File: src/rtl/ball_collision_det.sv
// Paddle/ball collision detector: registered zone/wall flags feed a HIT/RELEASE FSM.
// Wall-miss pulses and score counters exist only when COLLISION_SCORE_EN is defined.
module ball_collision_det #(
    parameter int unsigned BALL_R     = 10,
    parameter int unsigned PADDLE_L_X = 30,
    parameter int unsigned PADDLE_R_X = 983,
    parameter int unsigned PADDLE_W   = 10,
    parameter int unsigned PADDLE_H   = 100,
    parameter int unsigned HOLD_MAX   = 1_700_000
) (
    input  logic        pclk,
    input  logic        reset,
    input  logic [11:0] ball_x,
    input  logic [11:0] ball_y,
    input  logic [11:0] pad_l_y,
    input  logic [11:0] pad_r_y,
    output logic        collision_det,
    output logic        hit_side,
    output logic        miss_l,
    output logic        miss_r,
    output logic [3:0]  score_l,
    output logic [3:0]  score_r
);
    localparam int unsigned CNT_W = (HOLD_MAX > 1) ? $clog2(HOLD_MAX) : 1;

    typedef enum logic [1:0] {IDLE, HIT, RELEASE} state_t;

    // 13-bit operands so that position + offset never wraps
    logic [12:0] bx, by, pl, pr;
    assign bx = {1'b0, ball_x};
    assign by = {1'b0, ball_y};
    assign pl = {1'b0, pad_l_y};
    assign pr = {1'b0, pad_r_y};

    logic vert_l, vert_r, zone_l, zone_r;
    assign vert_l = (by + 13'(BALL_R) >= pl) && (by < pl + 13'(PADDLE_H + BALL_R));
    assign vert_r = (by + 13'(BALL_R) >= pr) && (by < pr + 13'(PADDLE_H + BALL_R));
    assign zone_l = vert_l && (bx <= 13'(PADDLE_L_X + PADDLE_W + BALL_R))
                           && (bx >  13'(PADDLE_L_X + BALL_R));
    assign zone_r = vert_r && (bx + 13'(BALL_R) >= 13'(PADDLE_R_X))
                           && (bx + 13'(BALL_R) <  13'(PADDLE_R_X + PADDLE_W));

    logic        zone_l_q, zone_r_q;
    logic [11:0] x_q;
    state_t      state_q, state_d;
    logic [CNT_W-1:0] cnt_q, cnt_d;
    logic [11:0] hit_x_q, hit_x_d;
    logic        side_q, side_d;
    logic        col_q;

    always_ff @(posedge pclk or posedge reset) begin
        if (reset) begin
            zone_l_q <= 1'b0;
            zone_r_q <= 1'b0;
            x_q      <= '0;
            state_q  <= IDLE;
            cnt_q    <= '0;
            hit_x_q  <= '0;
            side_q   <= 1'b0;
            col_q    <= 1'b0;
        end else begin
            zone_l_q <= zone_l;
            zone_r_q <= zone_r;
            x_q      <= ball_x;
            state_q  <= state_d;
            cnt_q    <= cnt_d;
            hit_x_q  <= hit_x_d;
            side_q   <= side_d;
            col_q    <= (state_d == HIT);
        end
    end

    always_comb begin
        state_d = state_q;
        cnt_d   = cnt_q;
        hit_x_d = hit_x_q;
        side_d  = side_q;
        case (state_q)
            IDLE: begin
                if (zone_l_q || zone_r_q) begin
                    state_d = HIT;
                    side_d  = !zone_l_q;
                    hit_x_d = x_q;
                    cnt_d   = '0;
                end
            end
            HIT: begin
                // a moved ball proves the mover has sampled the flag
                if ((x_q != hit_x_q) || (cnt_q == CNT_W'(HOLD_MAX - 1)))
                    state_d = RELEASE;
                else
                    cnt_d = cnt_q + CNT_W'(1);
            end
            RELEASE: begin
                if (!zone_l_q && !zone_r_q)
                    state_d = IDLE;
            end
            default: state_d = IDLE;
        endcase
    end

    assign collision_det = col_q;
    assign hit_side      = side_q;

`ifdef COLLISION_SCORE_EN
    logic       wall_l_q, wall_r_q, wall_l_p_q, wall_r_p_q;
    logic       miss_l_q, miss_r_q;
    logic [3:0] score_l_q, score_r_q;

    always_ff @(posedge pclk or posedge reset) begin
        if (reset) begin
            wall_l_q   <= 1'b0;
            wall_r_q   <= 1'b0;
            wall_l_p_q <= 1'b0;
            wall_r_p_q <= 1'b0;
            miss_l_q   <= 1'b0;
            miss_r_q   <= 1'b0;
            score_l_q  <= '0;
            score_r_q  <= '0;
        end else begin
            wall_l_q   <= (bx <= 13'(BALL_R));
            wall_r_q   <= (bx + 13'(BALL_R) >= 13'd1023);
            wall_l_p_q <= wall_l_q;
            wall_r_p_q <= wall_r_q;
            miss_l_q   <= wall_l_q && !wall_l_p_q;
            miss_r_q   <= wall_r_q && !wall_r_p_q;
            // a left-wall miss is a point for the right player and vice versa
            if (miss_l_q && (score_r_q != 4'd15))
                score_r_q <= score_r_q + 4'd1;
            if (miss_r_q && (score_l_q != 4'd15))
                score_l_q <= score_l_q + 4'd1;
        end
    end

    assign miss_l  = miss_l_q;
    assign miss_r  = miss_r_q;
    assign score_l = score_l_q;
    assign score_r = score_r_q;
`else
    assign miss_l  = 1'b0;
    assign miss_r  = 1'b0;
    assign score_l = 4'd0;
    assign score_r = 4'd0;
`endif

endmodule

File: config.mk
export PLATFORM = sky130hd
export DESIGN_NAME = ball_collision_det
export DESIGN_NICKNAME = d
export VERILOG_FILES = /design/src/rtl/ball_collision_det.sv
export SDC_FILE = /design/constraint.sdc
export NUM_CORES = 1
export LEC_CHECK = 0
export CELL_PAD_IN_SITES_DETAIL_PLACEMENT = 1
export CELL_PAD_IN_SITES_GLOBAL_PLACEMENT = 2
export CORE_MARGIN = 3
export CORE_UTILIZATION = 36
export CTS_CLUSTER_SIZE = 10
export DETAILED_ROUTE_END_ITERATION = 8
export GPL_ROUTABILITY_DRIVEN = 1
export GPL_TIMING_DRIVEN = 1
export PLACE_DENSITY_LB_ADDON = 0.1
export SYNTH_ARGS = -nofsm -noshare
export SYNTH_HDL_FRONTEND = slang
export SYNTH_SLANG_ARGS = --single-unit
File: constraint.sdc
create_clock -name pclk -period 4.16 [get_ports pclk]
set_input_delay 0.832 -clock pclk [delete_from_list [all_inputs] [get_ports pclk]]
set_output_delay 0.832 -clock pclk [all_outputs]
set_load 0.1 [all_outputs]
# Word level (Yosys, flattened, before mapping)

Index checks and enable logic that the tools add are counted.

Bits in registers: 51
Input port bits: 50
Word-level logic and storage cells: 50

$add $sub $neg: 5
$lt $le $gt $ge: 8
Equal/unequal tests: 7
Muxes and demuxes: 7
Reductions and logical operators: 15

Operators by type and width:

| cell                  | number |
|---|---|
| $mux 21               | 2 |
| $pmux 21 s2           | 1 |
| $add 12x4->13 const B | 2 |
| $add 12x7->13 const B | 2 |
| $ge 13x12->1          | 2 |
| $lt 12x13->1          | 2 |
| $add 21x1->21 const B | 1 |
| $eq 21x21->1 const B  | 1 |
| $ge 13x10->1 const B  | 1 |
| $lt 13x10->1 const B  | 1 |
| $gt 12x6->1 const B   | 1 |
| $le 12x6->1 const B   | 1 |
| $ne 12x12->1          | 1 |
| $logic_and 1x1->1     | 7 |
| $mux 2                | 3 |
| $pmux 2 s3            | 1 |
| $eq 2x1->1 const B    | 2 |
| $ne 2x2->1 const B    | 2 |
| $reduce_and 3->1      | 1 |
| $eq 2x2->1 const B    | 1 |
| $logic_not 1->1       | 2 |
| $logic_not 2->1       | 1 |
| $logic_or 1x1->1      | 2 |
| $reduce_and 2->1      | 1 |
| $reduce_bool 2->1     | 1 |

# Logic depth before layout (Yosys ltp)

Depth in word-level cells: 5
Gate-level depth with buffers: 12
Gate-level depth less buffers: 12

# Least setup slack after synthesis

OpenSTA, ideal clock, no wires.

Path kind: in2reg
From: in pad_l_y[1]
To: reg zone_l_q
Setup time: 0.125 ns
Data arrival time: 2.814 ns
Required time: 4.035 ns
Path slack: 1.221 ns
Cell stages on the path: 12
Buffers on the path: 0
Cells stage by stage: inv_1 ha_1 a21o_1 and3_1 xnor2_1 ha_1 a21o_1 a21oi_1 nor2_1 a211oi_1 o21ai_0 a2111oi_0

Longest elaborated chain between the ends: 5

Ends and longest elaborated chain:

| what                  | line | RTL |
|---|---|---|
| start, declared       | 15   | `input logic [11:0] pad_l_y,` |
| $add 12x7->13         | 36   | `assign vert_l = (by + 13'(BALL_R) >= pl) && (by < pl + 13'(PADDLE_H + BALL_R));` |
| $lt 12x13->1          | 36   |  |
| $logic_and 1x1->1 (*) | 36   |  |
| $logic_and 1x1->1 (*) | 38   | `assign zone_l = vert_l && (bx <= 13'(PADDLE_L_X + PADDLE_W + BALL_R))` |
| $logic_and 1x1->1 (*) | 39   | `&& (bx > 13'(PADDLE_L_X + BALL_R));` |
| net zone_l            | 35   | `logic vert_l, vert_r, zone_l, zone_r;` |
| end signal, assigned  | 62   | `zone_l_q <= zone_l;` |
| end, declared         | 43   | `logic zone_l_q, zone_r_q;` |

Mark *: on every way through the listed nets, which the timed path passes. The rest lies on a longest branch.
A chain may end at the register's enable or synchronous reset.

# Final worst setup path

Ends and elaborated chain as after synthesis.

==> run_results.csv <==
group,metric,value,unit
logic_synthesis,synth_top_cells_by_area,"dfrtp_1 (31%), ha_1 (16%), nand2_1 (5.8%)",
sta,tightestPinTransition,1.07,ns
die,initial_utilization,37.4,%
logic_synthesis,netlist_top_cells_count,"nand2_1 (64), ha_1 (53), dfrtp_1 (51)",
placement,pre_cts_ws,0.452,ns
sta,number_of_setup_violations_in_the_final_report,0,
detailed_routing,detailedRoute.firstIterationViolations,143,
clock_network,htree_levels,2,
global_route,grt_antenna_before_repair,0,
clock_network,cts.hold.buffers_added,0,
logic_synthesis,synthesis.yosys.warnings,0,
global_route,first_pass_grt_wire_length,18.3,mm
detailed_routing,antenna_left,0,
detailed_routing,detailroute.via_count,3593,
critical_path,cp.arrival,3.58,ns
critical_path,cpPeakStageDelay,0.50,ns
placement,place_inst,658,
sta,period_utilisation_layout,82.4,%
critical_path,rr_startpoint,"cnt_q[17]",
clock_network,post-cts-setup-buffer-count,0,
pwr,leakagePower,2.29,nW
die,rows,38,
logic_synthesis,yosys_register_bits,51,
sta,rsz_0062_raised_after_global_routing,"no",
cells_and_area,seqCellArea,0.00128,sq mm
placement,dpl.hpwl,8.62,mm
critical_path,critical_path.startpoint_type,"primary input",
flow_run,maxCapViolCount,0,
critical_path,worst_path_max_delay_cell,"clkdlybuf4s50_1",
detailed_routing,drt_wl_total,10.8,mm
placement,place.port_buffers,51,
critical_path,timing.critical_path.cells,"clkdlybuf4s50_1 -> inv_1 -> ha_1 -> a21o_1 -> and3_1 -> xnor2_1 -> ha_1 -> a21o_1 -> a21oi_1 -> nor2_1 -> a211oi_1 -> o21ai_0 -> a2111oi_0",
clock_network,tritoncts_num_sinks,51,
cells_and_area,antenna-diode-count,0,
logic_synthesis,synth-edff-count,0,
logic_synthesis,synthDistinctLibCells,51,
placement,gp_congestion,0.784,
die,die_x,113,um
logic_synthesis,async_reset_ff_share,100,%
detailed_routing,viasPerCell,5.39,
sta,timing.final.crit_period,3.43,ns
clock_network,cts.path.max_buffers,2,
run_status,run_status,"completed",
clock_network,worstSkewPairLatency,0.29,ns
cells_and_area,final.fill_count,1330,
cells_and_area,drive_above_1_share,3.99,%
critical_path,cp.required,4.32,ns
clock_network,clock_tree.root_cell,"clkbuf_16",
detailed_routing,first_pass_iteration_count_of_the_detailed_router,5,
clock_network,tritoncts.num_buffers,5,
critical_path,critical_path.endpoint,"zone_l_q",
critical_path,timing.critical_path.to_type,"flip-flop",
clock_network,worst_setup_hold_path_clk_slew,0.07,ns
cells_and_area,num-nets-final,628,
critical_path,reg2reg_depth,7,
sta,timing.clock.skew,0.00902,ns
logic_synthesis,yosys_most_used_dff,"dfrtp_1",
cells_and_area,instances_no_fill,666,
cells_and_area,final_design_area_no_fill,0.00489,sq mm
critical_path,cp_max_fo,3,
logic_synthesis,yosys.cell_count.top_type,"nand2_1",
logic_synthesis,syn_area,0.00411,sq mm
logic_synthesis,portion_of_synthesized_cell_area_occupied_by_the_leading_cell_type,31.1,%
logic_synthesis,synth.largest_area_cell,"dfrtp_1",
sta,maxSlewHeadroom,28.7,%
logic_synthesis,syn-mean-instance-area,8.63,sq um
logic_synthesis,syn_inst,476,
cells_and_area,area_growth,19.0,%
sta,max_freq,292,MHz
pwr,vdd_drop_max,0.180,mV
die,floorplan.core_area,0.0110,sq mm
pwr,power-per-cell-area,271,mW/mm^2
cells_and_area,total_area_of_multi_input_combinational_cells,0.00262,sq mm
die,die_h,113,um
critical_path,critical_path_type,"in -> reg",
die,fp.dieArea,0.0127,sq mm
global_route,grt_start_max_net_pins,52,
placement,place_area,0.00472,sq mm
critical_path,critical_path.reg2reg.endpoint,"cnt_q[17]",
die,ioPinCount,62,
sta,final.setup.tns,0,ns
sta,timing_max_transition_violations_final,0,
critical_path,timing_startpoint_of_the_critical_path,"pad_l_y[1]",
clock_network,post_cts_resized,0,
global_route,first_global_vias,3810,
logic_synthesis,register_area_share_after_synthesis,31.1,%
clock_network,tritoncts,"yes",
sta,finalWorstSetupSlack,0.733,ns
global_route,grt_util_all_layers,17.2,%
critical_path,r2r_setup_slack,1.64,ns
min_path,worstHoldPathType,"reg -> reg",
global_route,grt_remaining_overflow,0,
detailed_routing,post_drt_wl_per_cell,16.3,um
detailed_routing,drcViolationCount,0,
sta,final-hold-violation-count,0,
==> report_power, final <==
group          total (W)  switching, W  leakage [nW]  internal, W
logic           0.000333      0.000195          1.52     0.000138
registers       0.000518    0.00000947         0.683     0.000509
clock network   0.000471      0.000187        0.0838     0.000284
==> per-stage QoR <==
step                      hold WS (ns)  power [W]  utilization, %
final                            0.487    0.00132            44.5
after global routing             0.524    0.00140            44.5
after CTS                        0.490    0.00134            44.5
after detailed placement         0.476   0.000865            43.0
after global placement           0.463   0.000853            43.0
after floorplan                  0.457   0.000748               -
==> per-layer routing <==
layer	routed length (um)	vias to the layer above	global-route usage, %
li1	-	1769	-
met1	4750	1778	20.9
met2	5790	42	32.9
met3	230	4	1.93
met4	70	0	2.88
met5	0	-	0
==> logic make-up after synthesis <==
family,Yosys count,synth area share [%]
mux,3,0.731
simple gates,177,22.5
buf+inv,53,6.00
xor+xnor,39,8.32
compound gates,99,15.1
flops,51,31.1
other cells,1,0.0913
fa+ha+maj,53,16.1
==> cell usage in the layout, fill, tap and decap left out, types with 15 or more instances in the layout <==
cell type        count
a21o_1              15
clkdlybuf4s50_1     51
xnor2_1             24
ha_1                53
dfrtp_1             51
o21ai_0             20
a21oi_1             33
inv_1               33
nor2_1              19
nand2_1             64
xor2_1              15
==> worst max-delay path: cells and delay by family <==
kind | cells | cell delay, ns
AO/OA/AOI/OAI | 6 | 1.22
buffers and inverters | 2 | 0.59
adder cells (fa/ha/maj) | 2 | 0.51
AND/OR/NAND/NOR | 2 | 0.28
XOR/XNOR | 1 | 0.14
==> worst min-delay path by stage <==
stage             start         end  cells past startpoint
4_1_cts          x_q[7]  hit_x_q[7]                      2
6_report         x_q[7]  hit_x_q[7]                      2
2_1_floorplan  zone_l_q    hit_side                      1
3_5_place_dp     x_q[7]  hit_x_q[7]                      2
3_3_place_gp   hit_side    hit_side                      2
5_1_grt          x_q[7]  hit_x_q[7]                      2
==> registers in the layout (all words and copies together), names as in the netlist <==
register       flops
hit_side           1
cnt_q             21
collision_det      1
x_q               12
zone_l_q           1
zone_r_q           1
state_q            2
hit_x_q           12
==> final cells by class <==
cell class / instances / area share, %
sequential: 51 / 26.1
tap: 140 / 3.58
multi-input combinational: 381 / 53.7
inverter: 34 / 2.61
clock inverter: 3 / 0.896
timing repair buffer: 52 / 10.6
clock buffer: 5 / 2.56
Power figures use the tool's default switching activity.
